===== src/rtl/mem_arbiter_pkg.sv =====
// Shared definitions for mem_arbiter: length codes, FSM states, byte counting.
// MEM_ARB_ICACHE_EN adds the HIT state used by the instruction cache.
package mem_arbiter_pkg;

  localparam int ICACHE_LINES_DEF = 128;

  localparam logic [1:0] LEN_BYTE = 2'd0;
  localparam logic [1:0] LEN_HALF = 2'd1;
  localparam logic [1:0] LEN_WORD = 2'd2;

`ifdef MEM_ARB_ICACHE_EN
  typedef enum logic [1:0] {ST_IDLE, ST_XFER, ST_HIT} state_t;
`else
  typedef enum logic [1:0] {ST_IDLE, ST_XFER} state_t;
`endif

  // Encoding 3 is reserved and behaves as a word.
  function automatic logic [2:0] byte_count(input logic [1:0] len);
    case (len)
      LEN_BYTE: byte_count = 3'd1;
      LEN_HALF: byte_count = 3'd2;
      LEN_WORD: byte_count = 3'd4;
      default:  byte_count = 3'd4;
    endcase
  endfunction

endpackage


===== src/rtl/mem_arbiter_icache.sv =====
// Direct-mapped one-word-per-line instruction cache, used by mem_arbiter
// only when MEM_ARB_ICACHE_EN is defined. Addresses are word addresses.
module icache_dm #(
  parameter int LINES = 128
) (
  input  logic        clk_in,
  input  logic        rst_in,
  input  logic [29:0] i_lk_waddr,
  output logic        o_hit,
  output logic [31:0] o_data,
  input  logic        i_fill,
  input  logic [29:0] i_fill_waddr,
  input  logic [31:0] i_fill_data,
  input  logic        i_inv,
  input  logic [29:0] i_inv_waddr
);

  localparam int IDXW = $clog2(LINES);
  localparam int TAGW = 30 - IDXW;

  logic [LINES-1:0] r_valid;
  logic [TAGW-1:0]  r_tag  [LINES];
  logic [31:0]      r_data [LINES];
  logic [IDXW-1:0]  w_lk_idx, w_fill_idx, w_inv_idx;

  assign w_lk_idx   = i_lk_waddr[IDXW-1:0];
  assign w_fill_idx = i_fill_waddr[IDXW-1:0];
  assign w_inv_idx  = i_inv_waddr[IDXW-1:0];

  assign o_hit  = r_valid[w_lk_idx] && (r_tag[w_lk_idx] == i_lk_waddr[29:IDXW]);
  assign o_data = r_data[w_lk_idx];

  always_ff @(posedge clk_in or negedge rst_in) begin
    if (!rst_in) begin
      r_valid <= '0;
    end else if (i_fill) begin
      r_valid[w_fill_idx] <= 1'b1;
    end else if (i_inv && (r_tag[w_inv_idx] == i_inv_waddr[29:IDXW])) begin
      r_valid[w_inv_idx] <= 1'b0;
    end
  end

  // Tag and data arrays carry no reset; the valid bits gate them.
  always_ff @(posedge clk_in) begin
    if (i_fill) begin
      r_tag[w_fill_idx]  <= i_fill_waddr[29:IDXW];
      r_data[w_fill_idx] <= i_fill_data;
    end
  end

endmodule


===== src/rtl/mem_arbiter.sv =====
// NCH-channel arbiter serialising byte/half/word accesses onto a byte-wide RAM.
// Define MEM_ARB_ICACHE_EN to add the direct-mapped instruction cache on channel 0.
module mem_arbiter
  import mem_arbiter_pkg::*;
#(
  parameter int NCH          = 3,
  parameter int ICACHE_LINES = ICACHE_LINES_DEF
) (
  input  logic              clk_in,
  input  logic              rst_in,
  input  logic              rdy_in,
  input  logic              flush,
  input  logic [NCH-1:0]    req_valid,
  input  logic [NCH-1:0]    req_wr,
  input  logic [2*NCH-1:0]  req_len,
  input  logic [32*NCH-1:0] req_addr,
  input  logic [32*NCH-1:0] req_wdata,
  output logic [NCH-1:0]    resp_valid,
  output logic [31:0]       resp_data,
  input  logic [7:0]        mem_din,
  output logic [7:0]        mem_dout,
  output logic [31:0]       mem_a,
  output logic              mem_wr
);

  localparam int CHW = (NCH > 2) ? $clog2(NCH) : 1;

  state_t         r_state, w_state_nxt;
  logic [CHW-1:0] r_rr, r_ch, w_grant, w_rr_nxt;
  logic           r_wr;
  logic [2:0]     r_n, r_cyc, w_last;
  logic [31:0]    r_addr, r_wdata;
  logic           w_data_found, w_any, w_accept, w_done, w_abort;
  logic [1:0]     w_sel_len, w_rx_idx;
  logic [31:0]    w_sel_addr, w_sel_wdata, w_load_data;
  logic           w_sel_wr;

  // Round-robin search over data channels, starting at the pointer.
  always_comb begin
    int idx;
    idx          = 0;
    w_data_found = 1'b0;
    w_grant      = '0;
    for (int k = 0; k < NCH - 1; k++) begin
      idx = ((int'(r_rr) - 1 + k) % (NCH - 1)) + 1;
      if (!w_data_found && req_valid[idx]) begin
        w_data_found = 1'b1;
        w_grant      = CHW'(idx);
      end
    end
    w_any    = w_data_found || req_valid[0];
    w_rr_nxt = (int'(w_grant) == NCH - 1) ? CHW'(1) : w_grant + CHW'(1);
  end

  assign w_sel_len   = req_len[2*w_grant +: 2];
  assign w_sel_addr  = req_addr[32*w_grant +: 32];
  assign w_sel_wdata = req_wdata[32*w_grant +: 32];
  assign w_sel_wr    = (w_grant != '0) && req_wr[w_grant];

  assign w_last      = r_wr ? r_n : r_n + 3'd1;
  assign w_rx_idx    = 2'(r_cyc - 3'd2);
  assign w_load_data = resp_data | (32'(mem_din) << {w_rx_idx, 3'b000});

`ifdef MEM_ARB_ICACHE_EN
  logic        w_lk_hit, w_hit, w_cacheable_sel, r_cacheable, w_fill, w_inv;
  logic [31:0] w_hit_data;
  logic [29:0] w_lk_waddr;

  assign w_cacheable_sel = (w_grant == '0) && (byte_count(w_sel_len) == 3'd4) &&
                           (w_sel_addr[1:0] == 2'b00);
  assign w_lk_waddr      = (r_state == ST_IDLE) ? w_sel_addr[31:2] : r_addr[31:2];
  assign w_hit           = w_cacheable_sel && w_lk_hit;
  assign w_fill          = rdy_in && w_done && (r_state == ST_XFER) && r_cacheable;
  assign w_inv           = rdy_in && w_accept && w_sel_wr;

  icache_dm #(.LINES(ICACHE_LINES)) u_icache (
    .clk_in      (clk_in),
    .rst_in      (rst_in),
    .i_lk_waddr  (w_lk_waddr),
    .o_hit       (w_lk_hit),
    .o_data      (w_hit_data),
    .i_fill      (w_fill),
    .i_fill_waddr(r_addr[31:2]),
    .i_fill_data (w_load_data),
    .i_inv       (w_inv),
    .i_inv_waddr (w_sel_addr[31:2])
  );

  always_ff @(posedge clk_in or negedge rst_in) begin
    if (!rst_in)                 r_cacheable <= 1'b0;
    else if (rdy_in && w_accept) r_cacheable <= w_cacheable_sel;
  end
`endif

  always_comb begin
    w_state_nxt = r_state;
    w_accept    = 1'b0;
    w_done      = 1'b0;
    w_abort     = 1'b0;
    case (r_state)
      ST_IDLE: begin
        if ((resp_valid == '0) && w_any) begin
          w_accept    = 1'b1;
          w_state_nxt = ST_XFER;
`ifdef MEM_ARB_ICACHE_EN
          if (w_hit) w_state_nxt = ST_HIT;
`endif
        end
      end
      ST_XFER: begin
        if ((r_ch == '0) && flush) begin
          w_abort     = 1'b1;
          w_state_nxt = ST_IDLE;
        end else if (r_cyc == w_last) begin
          w_done      = 1'b1;
          w_state_nxt = ST_IDLE;
        end
      end
`ifdef MEM_ARB_ICACHE_EN
      ST_HIT: begin
        w_abort     = flush;
        w_done      = !flush;
        w_state_nxt = ST_IDLE;
      end
`endif
      default: w_state_nxt = ST_IDLE;
    endcase
  end

  always_ff @(posedge clk_in or negedge rst_in) begin
    if (!rst_in)     r_state <= ST_IDLE;
    else if (rdy_in) r_state <= w_state_nxt;
  end

  // r_cyc counts edges since acceptance: byte k is issued at edge k, captured at k+2.
  always_ff @(posedge clk_in or negedge rst_in) begin
    if (!rst_in) begin
      r_rr       <= CHW'(1);
      r_ch       <= '0;
      r_wr       <= 1'b0;
      r_n        <= 3'd0;
      r_cyc      <= 3'd0;
      r_addr     <= '0;
      r_wdata    <= '0;
      resp_valid <= '0;
      resp_data  <= '0;
      mem_dout   <= '0;
      mem_a      <= '0;
      mem_wr     <= 1'b0;
    end else if (rdy_in) begin
      resp_valid <= '0;
      if (w_accept) begin
        r_ch      <= w_grant;
        r_wr      <= w_sel_wr;
        r_n       <= byte_count(w_sel_len);
        r_addr    <= w_sel_addr;
        r_wdata   <= w_sel_wdata;
        r_cyc     <= 3'd1;
        resp_data <= '0;
        mem_a     <= w_sel_addr;
        mem_wr    <= w_sel_wr;
        mem_dout  <= w_sel_wdata[7:0];
        if (w_data_found) r_rr <= w_rr_nxt;
      end else if (r_state == ST_XFER) begin
        r_cyc <= r_cyc + 3'd1;
        if (w_abort) begin
          mem_wr <= 1'b0;
        end else begin
          if (r_cyc < r_n) begin
            mem_a    <= r_addr + 32'(r_cyc);
            mem_dout <= r_wdata[{r_cyc[1:0], 3'b000} +: 8];
          end else begin
            mem_wr <= 1'b0;
          end
          if (!r_wr && (r_cyc >= 3'd2)) resp_data <= w_load_data;
          if (w_done) resp_valid[r_ch] <= 1'b1;
        end
      end
`ifdef MEM_ARB_ICACHE_EN
      else if (w_done) begin
        resp_valid[r_ch] <= 1'b1;
        resp_data        <= w_hit_data;
      end
`endif
    end
  end

endmodule

===== config.mk =====
export PLATFORM = sky130hd
export DESIGN_NAME = mem_arbiter
export DESIGN_NICKNAME = d
export VERILOG_FILES = /design/src/rtl/mem_arbiter_pkg.sv /design/src/rtl/mem_arbiter_icache.sv /design/src/rtl/mem_arbiter.sv
export SDC_FILE = /design/constraint.sdc
export NUM_CORES = 1
export LEC_CHECK = 0
export ABC_AREA = 1
export CAP_MARGIN = 20
export CORE_ASPECT_RATIO = 0.7
export CORE_MARGIN = 2
export CORE_UTILIZATION = 48
export DETAILED_ROUTE_END_ITERATION = 6
export PLACE_DENSITY = 0.81
export SYNTH_ARGS = -nofsm -noshare
export SYNTH_HDL_FRONTEND = slang
export SYNTH_SLANG_ARGS = --single-unit
export TNS_END_PERCENT = 50

===== constraint.sdc =====
create_clock -name clk_in -period 3 [get_ports clk_in]
set_input_delay 0.45 -clock clk_in [delete_from_list [all_inputs] [get_ports clk_in]]
set_output_delay 0.45 -clock clk_in [all_outputs]
set_load 0.05 [all_outputs]

* After elaboration in Yosys (flattened, before gate mapping) *
Cells that the tools add are included.

storage, ports and cells
  register bits after elaboration = 153
  input bits = 216
  output and inout bits = 76
  word-level logic and storage cells = 119

cells by class
  add/sub/neg operators = 9
  order comparisons = 7
  equality and inequality tests = 8
  shifts and indexed selects = 5
  muxes and demuxes = 50
  bitwise logic cells = 3
  reductions and logical operators = 24

operators by type and width
  operator                                                                       number
  32-bit 2-to-1 mux                                                              8
  96-bit by 8-bit indexed part select with 32-bit output                         2
  32-bit by 3-bit adder with 32-bit output                                       1
  8-bit 2-to-1 mux                                                               4
  32-bit bitwise OR                                                              1
  32-bit by 6-bit indexed part select with 8-bit output                          1
  8-bit by 5-bit << shifter with 32-bit output                                   1
  3-bit 2-to-1 mux                                                               7
  1-bit 2-to-1 mux                                                               19
  2-bit 2-to-1 mux                                                               6
  3-bit AND reduction                                                            3
  3-bit by 4-bit less-than comparator with 1-bit output (second input constant)  2
  4-bit AND reduction                                                            2
  2-bit nonzero test                                                             4
  2-bit by 2-bit adder with 3-bit output (second input constant)                 2
  3-bit by 1-bit adder with 3-bit output (second input constant)                 2
  1-bit binary-select mux with 2-bit select                                      3
  1-bit logical AND                                                              6
  2-bit logical NOT                                                              3
  2-bit by 3-bit less-than comparator with 1-bit output (second input constant)  2
  3-bit inequality test (second input constant)                                  2
  3-bit case mux with 2 select lines                                             1
  6-bit by 4-bit indexed part select with 2-bit output                           1
  3-bit by 2-bit adder with 4-bit output (second input constant)                 1
  17 further kinds                                                               22

* Longest topological paths before layout *
  word-level depth = 16
  depth in mapped cells = 16
  depth with buffers taken out = 15

* Worst setup path after synthesis *
No wires, ideal clock.

  path kind = register to register
  from = register r_cyc[1]
  to = register mem_a[24]
  setup time = 0.118 ns
  arrival time = 2.135 ns
  required time = 2.882 ns
  path slack = 0.747 ns
  cell stages (with the launch flop) = 17
  path buffers = 2
  period minus slack after synthesis = 2.253 ns
  cell sequence = dfrtp_1 -> buf_2 -> inv_2 -> buf_1 -> fa_1 -> inv_1 -> nand2_1 -> nand2_1 -> nand2_1 -> inv_1 -> nand2_1 -> inv_1 -> nand2_1 -> nand2_1 -> nand3_1 -> nand3_1 -> nand2_1

on the way
  cells in the longest elaborated chain, start to end = 5
  elaborated cells between the ends (all ways) = 8
  classes of those cells = add/sub: 1; order compare: 1; mux: 4; reduce/logical: 2

ends and longest elaborated chain
  element                                   line                text
  start: declaration                        mem_arbiter.sv:31   logic [2:0] r_n, r_cyc, w_last;
  start signal: assignment                  mem_arbiter.sv:165  r_cyc <= r_cyc + 3'd1;
  32-bit by 3-bit adder with 32-bit output  mem_arbiter.sv:170  mem_a <= r_addr + 32'(r_cyc);
  32-bit 2-to-1 mux                         mem_arbiter.sv:169  if (r_cyc < r_n) begin
  32-bit 2-to-1 mux                         mem_arbiter.sv:166  if (w_abort) begin
  32-bit 2-to-1 mux                         mem_arbiter.sv:164  end else if (r_state == ST_XFER) begin
  32-bit 2-to-1 mux                         mem_arbiter.sv:152  if (w_accept) begin
  end signal: assignment                    mem_arbiter.sv:160  mem_a <= w_sel_addr;
  end signal: assignment                    mem_arbiter.sv:170
  end: declaration                          mem_arbiter.sv:22   output logic [31:0] mem_a,

Parallel ways exist; a longest one is shown, timed or not. The select of a mux whose other input is x is not followed.
A chain may end at the register's enable or synchronous reset.

* Worst setup path in the final report *
  from = register r_cyc[0]
  to = register mem_a[24]

Same word-level chain as after synthesis.

==> results.cfg <==
[power_and_ir_drop]
seqPwrFrac_pct = 26.5
ir_drop_v = 0.000620
p_int_mw = 6.69
leakage_nw = 6.69
power_switching_share_pct = 51.2
combPwrFrac_pct = 58.7
p_switching_mw = 7.03
power_density_mw_per_mm2 = 1010
clkPwrFrac_pct = 14.8

[setup_path]
required_ps = 3320
critPathLaunch = r_cyc[0]
reg2reg_depth = 15
r2r_start = r_cyc[0]
start_kind = flip-flop
cpMostUsedCell = nand2_1
critPathMaxStageDelay_ps = 400
crit_path_end_kind = flip-flop
worst_path_max_delay_cell = fa_1
cp_cell_sequence = ha_1, inv_1, fa_1, inv_1, nand2_1, nand2_1, nand2_1, inv_1, nand2_1, inv_1, nand2_1, nand2_1, nand3_1, nand3_1, nand2_1
worst-path-max-fanout = 4
crit_type = flip-flop to flip-flop
cp.arrival_ps = 2850

[layout]
final_util_pct = 68.0
multi_input_area_sq_mm = 0.00508
fillers = 1724
layout-drive-gt1-share_pct = 5.14
syn_to_final_growth_pct = 38.3
layout.nets = 1964
seqCellArea_sq_mm = 0.00380
diodes = 0

[clock_network]
cts-hold-fix-buffers = 0
ctsRootBufferMaster = clkbuf_16
clock-sinks = 152
cts_htree_levels = 4
worstSkewPairLatency_ps = 430
cts_tree = built
ctsResizeCount = 0
cts_setup_buffers = 0
clk_pin_slew_ps = 70
clockBufferDepth = 2
cts-buffers-inserted = 17

[sta]
min_period_ps = 2530
finalCritPeriodShare_pct = 84.2
setup_viol = 0
rsz0062_at_grt = false
final-max-slew-violation-count = 0
fin_setup_tns_ps = 0
hold_viol = 0
skew_ps = 12.2
worstMarginPinSlew_ps = 647
max_slew_margin_pct = 56.7
max_freq_mhz = 396

[grt]
track_usage_pct = 30.7
grt-ovfl-total = 0
grt_pass1_vias = 9929
antenna_found_initial = 0
grt_pass1_wl_mm = 51.8
grt_max_degree = 72

[synthesis]
synth_nets = 1703
syn_inst = 1478
yosys_warnings = 0
syn_avg_cell_area_sq_um = 6.62
synth_area_sq_mm = 0.00979
yosys_register_bits = 152
yosysSeqAreaShare_pct = 38.9
ys_types = 37

[floorplanning]
core.rowCount = 43
design.core.area_sq_mm = 0.0199
die_y_microns = 123
die_area_sq_mm = 0.0216
die_x_microns = 175
num_io_pins = 292
initial_core_util_pct = 49.2

[job]
drv_cap = 0

[detailed_routing]
viasPerCell = 5.35
drc = 0
first_iter_violations = 1034
drtPass1Iterations = 6
wirelength_mm = 32.9
dr_total_vias = 10800
ant_nets = 0
wl_per_cell_microns = 16.3

[placed_design]
globalplace.congestion = 0.995
port_buffers = 290
post-dp-hpwl_mm = 24.2

[min_path]
hold_path_class = input pin to async pin

[run_status]
status = completed
==> layout by cell type, fill, tap and decap left out, types with 2 or more instances in the layout <==
cell | netlist | final
nand3_2 | 2 | 2
nand3b_1 | 2 | 2
clkinvlp_4 | 0 | 4
clkinv_4 | 0 | 2
inv_2 | 5 | 5
nand2_2 | 2 | 3
or2_2 | 2 | 2
inv_6 | 0 | 4
nor2_1 | 129 | 129
o2111ai_1 | 32 | 32
buf_12 | 0 | 6
a21oi_1 | 43 | 43
nand3_1 | 175 | 175
clkdlybuf4s50_1 | 0 | 289
nand2_1 | 561 | 560
dfrtp_1 | 151 | 151
nand4_4 | 2 | 2
xor2_1 | 6 | 6
inv_1 | 133 | 133
a22oi_1 | 24 | 24
a21boi_0 | 2 | 2
inv_8 | 0 | 2
nor3_1 | 35 | 34
o21ai_0 | 61 | 61
clkbuf_16 | 0 | 17
buf_4 | 5 | 29
nand4_1 | 5 | 5
ha_1 | 8 | 8
clkinv_2 | 0 | 3
xnor2_1 | 3 | 3
==> state kept, by name, summed over array words and instances, names as in the netlist <==
signal      flops
resp_data      32
mem_a          32
r_cyc           3
r_n             3
r_addr         32
r_wdata        32
mem_wr          1
r_rr            2
mem_dout        8
r_wr            1
r_ch            2
resp_valid      3
r_state         1
==> worst max-delay path, delay by kind of cell, from the launching register on <==
kind          cells  cell delay [ps]
buf+inv           4              630
fa+ha+maj         2              620
simple gates      9              790
flops             1              380
==> power groups by stage <==
| stage | combinational [mW] | sequential [mW] | clock [mW] |
|---|---|---|---|
| final | 8.06 | 3.64 | 2.03 |
| after global routing | 8.82 | 3.73 | 2.14 |
| after CTS | 8.04 | 3.61 | 2.04 |
| after detailed placement | 8.00 | 3.62 | 0 |
| after global placement | 7.86 | 3.61 | 0 |
| after floorplan | 4.07 | 4.88 | 0 |
==> kinds of logic after synthesis <==
group	share of synthesized area, %
and+or+nand+nor	38.9
buffers and inverters	9.37
AOI/OAI and AO/OA	10.8
DFF	38.9
xor gates and xnor gates	0.806
adders and majority gates	1.23
==> path summary, 6_finish.rpt <==
| check | to | slack (ps) |
|---|---|---|
| min in group clk_in | mem_wr | 480 |
| worst max-delay path | mem_a[24] | 470 |
| worst min register to register | mem_wr | 480 |
| worst min-delay path | resp_data[21] | 4 |
| worst max register to register | mem_a[24] | 470 |
| max in group asynchronous | r_wr | 2260 |
==> per-stage QoR <==
| step | setup WS [ps] | instance area (sq um) | power [mW] | instances | hold slack (ps) |
|---|---|---|---|---|---|
| after floorplan | 747 | 9790 | 8.94 | 1478 | 154 |
| after global placement | 414 | 13000 | 11.5 | 1990 | 457 |
| after detailed placement | 385 | 13000 | 11.6 | 1990 | 464 |
| after CTS | 549 | 13500 | 13.7 | 2022 | 38.0 |
| after global routing | 269 | 13500 | 14.7 | 2022 | 62.5 |
| final | 473 | 13500 | 13.7 | 2022 | 3.98 |
==> metal layers <==
layer | part of all wire (%) | track usage (%) | vias up
li1 | - | - | 5284
met1 | 46 | 44.1 | 4989
met2 | 43 | 47.2 | 497
met3 | 9.2 | 7.13 | 39
met4 | 1.4 | 7.24 | 0
met5 | 0 | 0 | -
==> area by class of cell <==
class	count	share of cell area (%)
Clock inverter	15	0.887
Multi-Input combinational cell	1104	37.6
Sequential cell	152	28.1
Tap cell	270	2.50
Clock buffer	17	3.14
Inverter	139	3.85
Timing Repair Buffer	325	23.9
==> cell usage after synthesis (all sizes together) <==
cell type / count / area share (%)
ha: 8 / 1.0
o22ai: 1 / 0.064
fa: 1 / 0.20
o2111ai: 32 / 2.9
or2: 2 / 0.13
inv: 138 / 5.3
dfstp: 1 / 0.27
clkinv: 1 / 0.038
a22oi: 24 / 1.8
xnor2: 3 / 0.27
a31oi: 1 / 0.13
dfrtp: 151 / 39
o21ai: 62 / 3.2
nor3: 35 / 1.8
clkbuf: 36 / 1.4
xor2: 6 / 0.54
nand2: 563 / 22
nor2: 131 / 5.1
o31ai: 1 / 0.22
nand4: 7 / 0.75
buf: 47 / 2.7
nand3: 178 / 9.3
nand3b: 2 / 0.15
o21bai: 1 / 0.077
a21boi: 3 / 0.23
a21oi: 43 / 2.2
Note: power is estimated with default switching activity, not from simulation.
